==> src/rtl/fpgc_audio_pkg.sv <==
// rtl/fpgc_audio_pkg.sv - I2S frame constants and slot-to-bit mapping shared by the audio path
package fpgc_audio_pkg;

    // Frame counter geometry: one frame is 1024 system clocks.
    localparam int FCNT_BITS         = 10;

    // Divider taps on the frame counter.
    localparam int MCLK_BIT          = 1;
    localparam int SCLK_BIT          = 3;
    localparam int LRCLK_BIT         = 9;

    // A bit slot lasts one SCLK period, so the slot index starts just above the SCLK tap.
    localparam int SLOT_LSB          = SCLK_BIT + 1;
    localparam int SLOT_BITS         = FCNT_BITS - SLOT_LSB;

    localparam int SAMPLE_BITS       = 16;
    localparam int SLOTS_PER_CHANNEL = 32;

    typedef enum logic {
        CH_LEFT  = 1'b0,
        CH_RIGHT = 1'b1
    } i2s_chan_e;

    typedef logic [2*SAMPLE_BITS-1:0] sample_word_t;

    // Serial bit for a given slot of the frame. The data is delayed by one slot
    // behind the LRCLK edge, so within each 32-slot channel half, slots 1..16
    // carry the sample MSB first and every other slot is zero.
    function automatic logic slot_bit(input sample_word_t word, input logic [SLOT_BITS-1:0] slot);
        i2s_chan_e              chan;
        logic [4:0]             ch_slot;
        logic [3:0]             idx;
        logic [SAMPLE_BITS-1:0] chan_data;
        chan      = i2s_chan_e'(slot[SLOT_BITS-1]);
        ch_slot   = slot[4:0];
        chan_data = (chan == CH_LEFT) ? word[2*SAMPLE_BITS-1:SAMPLE_BITS] : word[SAMPLE_BITS-1:0];
        idx       = ch_slot[3:0] - 4'd1;
        if ((ch_slot != 5'd0) && (ch_slot <= 5'(SAMPLE_BITS))) begin
            return chan_data[4'd15 - idx];
        end
        return 1'b0;
    endfunction

endpackage

==> src/rtl/sample_fifo.sv <==
// rtl/sample_fifo.sv - single-clock sample FIFO with registered head word and registered status
module sample_fifo #(
    parameter int DEPTH = 16,
    parameter int WIDTH = 32
) (
    input  logic                     clk,
    input  logic                     reset,
    input  logic                     wr_en,
    input  logic [WIDTH-1:0]         wr_data,
    input  logic                     rd_en,
    output logic [WIDTH-1:0]         rd_data,
    output logic                     full,
    output logic                     empty,
    output logic [$clog2(DEPTH):0]   level
);

    localparam int AW = $clog2(DEPTH);
    localparam logic [AW-1:0] PTR_ONE   = 1;
    localparam logic [AW:0]   LEVEL_ONE = 1;
    localparam logic [AW:0]   LEVEL_MAX = DEPTH;

    logic [WIDTH-1:0] mem_q [DEPTH];
    logic [AW-1:0]    wr_ptr_q, wr_ptr_d;
    logic [AW-1:0]    rd_ptr_q, rd_ptr_d;
    logic [AW:0]      level_q, level_d;
    logic             full_q, full_d;
    logic             empty_q, empty_d;
    logic [WIDTH-1:0] head_q, head_d;
    logic             push;
    logic             pop;

    // Accept a pop only when data exists; a write into a full FIFO survives only alongside a pop.
    always_comb begin
        pop      = rd_en && !empty_q;
        push     = wr_en && (!full_q || pop);
        wr_ptr_d = push ? (wr_ptr_q + PTR_ONE) : wr_ptr_q;
        rd_ptr_d = pop  ? (rd_ptr_q + PTR_ONE) : rd_ptr_q;
        level_d  = level_q;
        if (push && !pop) begin
            level_d = level_q + LEVEL_ONE;
        end else if (pop && !push) begin
            level_d = level_q - LEVEL_ONE;
        end
        full_d  = (level_d == LEVEL_MAX);
        empty_d = (level_d == '0);
        // The next head is the slot at the new read pointer, bypassed when that slot is written now.
        head_d  = mem_q[rd_ptr_d];
        if (push && (wr_ptr_q == rd_ptr_d)) begin
            head_d = wr_data;
        end
    end

    // Pointer, level, status and head registers.
    always_ff @(posedge clk) begin
        if (reset) begin
            wr_ptr_q <= '0;
            rd_ptr_q <= '0;
            level_q  <= '0;
            full_q   <= 1'b0;
            empty_q  <= 1'b1;
            head_q   <= '0;
        end else begin
            wr_ptr_q <= wr_ptr_d;
            rd_ptr_q <= rd_ptr_d;
            level_q  <= level_d;
            full_q   <= full_d;
            empty_q  <= empty_d;
            head_q   <= head_d;
        end
    end

    // Storage array; contents are don't-care after reset since the pointers are cleared.
    always_ff @(posedge clk) begin
        if (!reset && push) begin
            mem_q[wr_ptr_q] <= wr_data;
        end
    end

    assign rd_data = head_q;
    assign full    = full_q;
    assign empty   = empty_q;
    assign level   = level_q;

endmodule

==> src/rtl/i2s_transmitter.sv <==
// rtl/i2s_transmitter.sv - I2S audio transmitter; define I2S_UNDERRUN_IRQ_EN to build the underrun pulse
module i2s_transmitter
    import fpgc_audio_pkg::*;
#(
    parameter int FIFO_DEPTH = 16
) (
    input  logic                          clk,
    input  logic                          reset,
    input  logic                          enable,
    input  logic [31:0]                   sample_data,
    input  logic                          sample_we,
    output logic                          fifo_full,
    output logic                          fifo_empty,
    output logic [$clog2(FIFO_DEPTH):0]   fifo_level,
    output logic                          underrun_int,
    output logic                          I2S_MCLK,
    output logic                          I2S_SCLK,
    output logic                          I2S_LRCLK,
    output logic                          I2S_SDIN,
    output logic                          active
);

    localparam logic [FCNT_BITS-1:0] FCNT_ONE  = 1;
    localparam logic [FCNT_BITS-1:0] FCNT_LAST = '1;

    logic [FCNT_BITS-1:0] fcnt_q, fcnt_d;
    logic                 mclk_q, mclk_d;
    logic                 sclk_q, sclk_d;
    logic                 lrclk_q, lrclk_d;
    logic                 sdin_q, sdin_d;
    logic                 active_q, active_d;
    sample_word_t         frame_q, frame_d;
    sample_word_t         fifo_head;
    logic                 frame_end;
    logic                 pop;

    // The last clock of a running frame is where the next sample is fetched.
    assign frame_end = enable && (fcnt_q == FCNT_LAST);
    assign pop       = frame_end && !fifo_empty;

    sample_fifo #(
        .DEPTH (FIFO_DEPTH),
        .WIDTH (2*SAMPLE_BITS)
    ) u_sample_fifo (
        .clk     (clk),
        .reset   (reset),
        .wr_en   (sample_we),
        .wr_data (sample_data),
        .rd_en   (pop),
        .rd_data (fifo_head),
        .full    (fifo_full),
        .empty   (fifo_empty),
        .level   (fifo_level)
    );

    // Frame counter, clock taps, frame word and serial bit for the next cycle.
    always_comb begin
        fcnt_d   = enable ? (fcnt_q + FCNT_ONE) : '0;
        // Clocks are registered copies of the next counter value, so they track fcnt_q exactly.
        mclk_d   = fcnt_d[MCLK_BIT];
        sclk_d   = fcnt_d[SCLK_BIT];
        lrclk_d  = fcnt_d[LRCLK_BIT];
        frame_d  = frame_q;
        active_d = active_q;
        if (!enable) begin
            // Stopping aborts the frame; the held word is discarded.
            frame_d  = '0;
            active_d = 1'b0;
        end else if (frame_end) begin
            // An empty FIFO leaves a zero frame with the activity flag low.
            frame_d  = pop ? fifo_head : '0;
            active_d = pop;
        end
        sdin_d = sdin_q;
        if (!enable) begin
            sdin_d = 1'b0;
        end else if (fcnt_d[SCLK_BIT:0] == '0) begin
            // Data changes only as SCLK falls, i.e. at the start of each slot.
            sdin_d = slot_bit(frame_d, fcnt_d[FCNT_BITS-1:SLOT_LSB]);
        end
    end

    // Frame state and output pin registers.
    always_ff @(posedge clk) begin
        if (reset) begin
            fcnt_q   <= '0;
            mclk_q   <= 1'b0;
            sclk_q   <= 1'b0;
            lrclk_q  <= 1'b0;
            sdin_q   <= 1'b0;
            active_q <= 1'b0;
            frame_q  <= '0;
        end else begin
            fcnt_q   <= fcnt_d;
            mclk_q   <= mclk_d;
            sclk_q   <= sclk_d;
            lrclk_q  <= lrclk_d;
            sdin_q   <= sdin_d;
            active_q <= active_d;
            frame_q  <= frame_d;
        end
    end

`ifdef I2S_UNDERRUN_IRQ_EN
    logic underrun_q, underrun_d;

    // Flag a frame boundary that found nothing to send; frame_end lasts one clock so this is a pulse.
    always_comb begin
        underrun_d = frame_end && fifo_empty;
    end

    // Underrun pulse register.
    always_ff @(posedge clk) begin
        if (reset) begin
            underrun_q <= 1'b0;
        end else begin
            underrun_q <= underrun_d;
        end
    end

    assign underrun_int = underrun_q;
`else
    assign underrun_int = 1'b0;
`endif

    assign I2S_MCLK  = mclk_q;
    assign I2S_SCLK  = sclk_q;
    assign I2S_LRCLK = lrclk_q;
    assign I2S_SDIN  = sdin_q;
    assign active    = active_q;

endmodule

==> config.mk <==
export PLATFORM = sky130hd
export DESIGN_NAME = i2s_transmitter
export DESIGN_NICKNAME = d
export VERILOG_FILES = /design/src/rtl/fpgc_audio_pkg.sv /design/src/rtl/sample_fifo.sv /design/src/rtl/i2s_transmitter.sv
export SDC_FILE = /design/constraint.sdc
export NUM_CORES = 1
export LEC_CHECK = 0
export CAP_MARGIN = 20
export CORE_ASPECT_RATIO = 1.4
export CORE_UTILIZATION = 30
export CTS_BUF_LIST = sky130_fd_sc_hd__clkbuf_4
export DETAILED_ROUTE_END_ITERATION = 6
export HOLD_SLACK_MARGIN = 0.03
export SLEW_MARGIN = 20
export SYNTH_ARGS = -nofsm -noshare
export SYNTH_HDL_FRONTEND = slang
export SYNTH_HIERARCHICAL = 1
export SYNTH_SLANG_ARGS = --single-unit
==> constraint.sdc <==
create_clock -name clk -period 14 [get_ports clk]
set_clock_uncertainty 0.2 [all_clocks]
set_input_delay 3.5 -clock clk [delete_from_list [all_inputs] [get_ports clk]]
set_output_delay 3.5 -clock clk [all_outputs]
set_load 0.005 [all_outputs]
# --- Word-level counts from Yosys, hierarchy flattened ---
# Memory sizes are Yosys's and may differ from the RTL's. A register that Yosys moved wholly into a read port is not among the register bits.
# Index checks and enable logic that the tools add are counted.
word_totals:
  register_bits: 62
  mem_bits_rw: 512
  input_bits: 36
  output_inout_bits: 13
  wordCells: 60
  mem_count: 1
op_classes:
  add_sub_neg: 7
  magnitude_cmp: 2
  n_eq_ne: 2
  mux: 17
  bitwise: 1
  reduce_logical: 18
memory_table:
  columns: ["name", "depth", "width", "rd", "rd_ports_with_merged_regs", "write_ports", "line_no", "text"]
  rows:
  - ["u_sample_fifo.mem_q", 16, 32, 1, 1, 1, "sample_fifo.sv:22", "logic [WIDTH-1:0] mem_q [DEPTH];"]
ops:
  columns: ["operator", "n"]
  rows:
  - ["2-to-1 mux 32 bit", 3]
  - ["2-to-1 mux 16 bit", 1]
  - ["adder 10 x 1 -> 10 bit (second input constant)", 1]
  - ["== test 10 bit (second input constant)", 1]
  - ["2-to-1 mux 10 bit", 1]
  - ["2-to-1 mux 5 bit", 2]
  - ["adder 4 x 1 -> 4 bit (second input constant)", 2]
  - ["logical AND 1 bit", 8]
  - ["2-to-1 mux 1 bit", 8]
  - ["adder 5 x 1 -> 5 bit (second input constant)", 1]
  - ["== test 5 bit (second input constant)", 1]
  - ["<= comparator 5 bit (second input constant)", 1]
  - ["zero test 1 bit", 5]
  - ["zero test 5 bit", 1]
  - ["< comparator 4 x 5 -> 1 bit (second input constant)", 1]
  - ["nonzero test 5 bit", 1]
  - ["subtractor 5 x 1 -> 5 bit (second input constant)", 1]
  - ["binary-select mux 1 bit (select 4 bit)", 1]
  - ["zero test 4 bit", 1]
  - ["2-to-1 mux 4 bit", 1]
  - ["subtractor 4 x 1 -> 4 bit (second input constant)", 1]
  - ["subtractor 4 bit (first input constant)", 1]
  - ["OR reduction 2 bit", 1]
  - ["logical OR 1 bit", 1]
  - ["inverter 1 bit", 1]

# --- Logic depth before layout (Yosys ltp) ---
logic_depth:
  word_depth: 11
  depth_mapped: 16
  mapped_depth_nobuf: 14

# --- Hierarchy ---
# Netlist, hierarchy kept.
modules_own_cells:
  columns: ["module", "n_inst", "cells_each", "area_per_inst_um2", "seq_area_each_um2"]
  rows:
  - ["sample_fifo", 1, 1590, 22963.3, 16315.6]
  - ["i2s_transmitter", 1, 277, 2432.3, 880.8]

# --- Least setup slack after synthesis ---
# OpenSTA, ideal clock, no wires.
synth_path:
  path_type: "input to register"
  from: "input port enable"
  to: "memory u_sample_fifo.mem_q[0][0], enable pin"
  setup_time_ns: 0.461
  t_arrival_ns: 7.666
  required_time_ns: 13.339
  path_slack_ns: 5.673
  stages: 10
  n_path_buf: 3
  path_cell_list: "nand2_1 or4_4 buf_6 buf_6 buf_6 nor2_2 nand2b_1 a211oi_1 nand2_1 nor3_1"
synth_between:
  elab_chain_len: 8
synth_lines:
  columns: ["element", "line_no", "text"]
  rows:
  - ["start, declared", "i2s_transmitter.sv:9", "input logic enable,"]
  - ["logical AND 1 bit", "i2s_transmitter.sv:38", "assign frame_end = enable && (fcnt_q == FCNT_LAST);"]
  - ["logical AND 1 bit", "i2s_transmitter.sv:39", "assign pop = frame_end && !fifo_empty;"]
  - ["named net pop", "i2s_transmitter.sv:35", "logic pop;"]
  - ["logical AND 1 bit", "sample_fifo.sv:34", "pop = rd_en && !empty_q;"]
  - ["logical OR 1 bit", "sample_fifo.sv:35", "push = wr_en && (!full_q || pop);"]
  - ["logical AND 1 bit", "sample_fifo.sv:35", null]
  - ["logical AND 1 bit", "sample_fifo.sv:74", "if (!reset && push) begin"]
  - ["2-to-1 mux 1 bit", "sample_fifo.sv:74", null]
  - ["2-to-1 mux 1 bit (implied by the code)", "sample_fifo.sv:75", "mem_q[wr_ptr_q] <= wr_data;"]
  - ["end, declared", "sample_fifo.sv:22", null]
# The timed path passes the listed nets, and every way through them passes these cells.

# --- Final worst setup path ---
layout_path:
  from: "input port enable"
  to: "register u_sample_fifo.head_q[22] (netlist: u_sample_fifo/rd_data[22]), read port of u_sample_fifo.mem_q"
layout_between:
  elab_chain_len: 4
layout_lines:
  columns: ["element", "line_no", "text"]
  rows:
  - ["logical AND 1 bit", "i2s_transmitter.sv:38", null]
  - ["logical AND 1 bit", "i2s_transmitter.sv:39", null]
  - ["named net pop", "i2s_transmitter.sv:35", null]
  - ["logical AND 1 bit", "sample_fifo.sv:34", null]
  - ["2-to-1 mux 4 bit", "sample_fifo.sv:37", "rd_ptr_d = pop ? (rd_ptr_q + PTR_ONE) : rd_ptr_q;"]
  - ["end, declared", "sample_fifo.sv:28", "logic [WIDTH-1:0] head_q, head_d;"]
# The timed path passes the listed nets, and every way through them passes these cells.
# A chain may end at the register's enable or synchronous reset.

==> impl_metrics.json <==
{
  "synth_common_cells": "512 x edfxtp_1, 276 x nand2_1, 185 x mux2i_1",
  "vias": 16490,
  "htreeDepth": 4,
  "final_antenna_net_count": 0,
  "yosys.area.top_type": "edfxtp_1",
  "start_kind": "input port",
  "via_per_inst": 5.226,
  "drive_gt1_share_pct": 17.17,
  "r2r_setup_slack_ps": 8360,
  "startpoint": "enable",
  "min_period_ps": 8111,
  "core_um2": 83360,
  "critPathMaxFanout": 72,
  "die_y_um": 346.3,
  "clock.fmax_mhz": 123.3,
  "synthToLayoutAreaGrowth_pct": 14.10,
  "finalSetupTns_ps": 0,
  "ir_drop_uv": 53.98,
  "wl_um": 68350,
  "status": "finished clean",
  "cts_hold_buf": 0,
  "finalPower_mw": 3.510,
  "final_cells": 3156,
  "pre_cts_ws_ps": 4790,
  "dr.pass1.iters": 5,
  "synthFlopType": "edfxtp_1",
  "critPathArrivalTime_ps": 8720,
  "clkTransAtPathRegs_ps": 60,
  "avgSynthCellArea_um2": 13.60,
  "io_pins": 49,
  "grtUsageTotal_pct": 15.98,
  "grt_pass1_vias": 17140,
  "ys_seq_elements": 603,
  "drt-initial-drc-count": 1197,
  "fp.dieArea_um2": 85830,
  "clockRootBuffer": "clkbuf_4",
  "synthArstFlopShare_pct": 0,
  "end_kind": "flip-flop",
  "setup_viol": 0,
  "dp_hpwl_um": 38190,
  "syn_inst": 1867,
  "cts_inserted_buffers": 141,
  "rsz0062_at_grt": "no",
  "grt_max_degree": 84,
  "final_core_util_pct": 34.76,
  "grt_pass1_wl_um": 102900,
  "period_share_pct": 57.94,
  "antenna_found_initial": 4,
  "place_congestion": 0.7912,
  "row_count": 125,
  "cts_tree": "done",
  "clockBufferDepth": 3,
  "die_width_um": 247.9,
  "final.setup.worst_slack_ps": 5889,
  "powerDensity_nw_per_um2": 121.1,
  "yosysTopAreaCellShare_pct": 60.54,
  "synth-edff-count": 512,
  "synth_cell_types": 80,
  "r2r_cells": 13,
  "cts_sinks": 603,
  "hp-class": "reg2reg",
  "grt.overflow.total": 0,
  "slew_headroom_pct": 24.39,
  "cts_resized": 0,
  "avgRoutedWirePerCell_um": 21.66,
  "syn_area_um2": 25400,
  "ys_seq_area_share_pct": 67.71,
  "hold_viol_final": 0,
  "timing.rr.start": "fcnt_q[1]",
  "timing.rr.end": "u_sample_fifo/rd_data[22]",
  "crit_end": "u_sample_fifo/rd_data[22]",
  "yosysWarnings": 6,
  "drc": 0,
  "postCtsSetupBuffers": 0,
  "p_leak_nw": 9.338,
  "tightest_slew_ps": 1134,
  "maxSlewViolCount": 0,
  "maxCapViolCount": 0,
  "start_util_pct": 30.46,
  "cp.required_ps": 14610,
  "port_buffers": 47,
  "syn_nets": 1912,
  "synth_most_common_cell": "edfxtp_1",
  "clk-insertion-delay-late_ps": 920,
  "synth.top_cells.by_area": "edfxtp_1 61%, mux2i_1 7.3%, dfxtp_1 7.2%",
  "critical_path_class": "in2reg",
  "fin_nets": 2010,
  "dp_cells": 2901
}
## area by class of cell
cell class,count,area [µm²]
diodes,4,10.01
flip-flops and latches,603,17200
fillers,7998,54380
repair buffers,87,830.8
clock buffers,214,1607
well taps,1079,1350
clock inverters,37,232.7
multi-input cells,1119,7694
inverters,13,48.80
## layer usage
metal,wire length [µm],GRT usage (%)
met4,2906,8.614
met5,22,0
met3,3887,3.216
met2,34890,27.58
met1,26650,18.35
## registers in the layout (all words and copies together) (netlist names)
signal                  flops
fcnt_q                     10
u_sample_fifo/mem_q       512
u_sample_fifo/rd_data      32
u_sample_fifo/level         5
u_sample_fifo/rd_ptr_q      4
u_sample_fifo/wr_ptr_q      4
I2S_SDIN                    1
active                      1
u_sample_fifo/full          1
frame_q                    32
u_sample_fifo/empty         1
## how the worst min path moves through the flow
stage,slack [ps],startpoint,depth (start not counted),end
6_report,270,frame_q[30],2,frame_q[30]
5_1_grt,300,frame_q[24],2,frame_q[24]
4_1_cts,270,frame_q[30],2,frame_q[30]
3_5_place_dp,270,frame_q[24],2,frame_q[24]
3_3_place_gp,250,frame_q[24],2,frame_q[24]
2_1_floorplan,240,fcnt_q[0],1,fcnt_q[0]
## cells by family (layout without fill, tap and decap cells)
kind of cell | count (synthesis) | in the layout | synth area share (%)
buffers and inverters | 145 | 351 | 2.996
and+or+nand+nor | 569 | 569 | 10.03
AOI/OAI and AO/OA | 320 | 320 | 9.903
adders and majority gates | 9 | 9 | 0.4434
DFF | 603 | 603 | 67.71
other | 1 | 5 | 0.01477
xor gates and xnor gates | 28 | 28 | 1.163
muxes | 192 | 192 | 7.735
## power by group
part | leakage, nW | total (mW) | switching (mW) | internal [mW]
Sequential | 5.36 | 1.98 | 0.0144 | 1.97
Combinational | 2.88 | 0.106 | 0.0704 | 0.0355
Clock | 1.10 | 1.42 | 0.685 | 0.739
Total | 9.34 | 3.51 | 0.769 | 2.74
## through the flow
step / hold slack [ps] / instance area [µm²]
floorplan: 236.8 / 25400
global placement: 252.7 / 27020
detailed placement: 265.8 / 27100
CTS: 274.7 / 28940
global route: 295.2 / 28980
finish: 270.7 / 28980
## worst max-delay path, stage by stage
cell,delay (ps)
clkdlybuf4s50_1,680
nand2_1,180
or4_4,740
nor2_2,480
nor2b_4,220
buf_4,440
buf_4,680
xnor2_4,170
buf_4,720
nand2_1,120
a32oi_1,330
a31oi_1,160
o21ai_2,160
## cell usage in the layout (no fill, tap or decap), drive strengths merged, types with 28 or more instances in the layout
cell	instances
clkbuf	214
a221oi	32
nor2	137
nor3	74
a32oi	63
a2111oi	64
buf	40
mux2i	185
o21ai	34
clkinv	28
clkdlybuf4s50	47
a21oi	55
nand2	277
edfxtp	512
dfxtp	91
a31oi	34
Power figures use the tool's default switching activity.
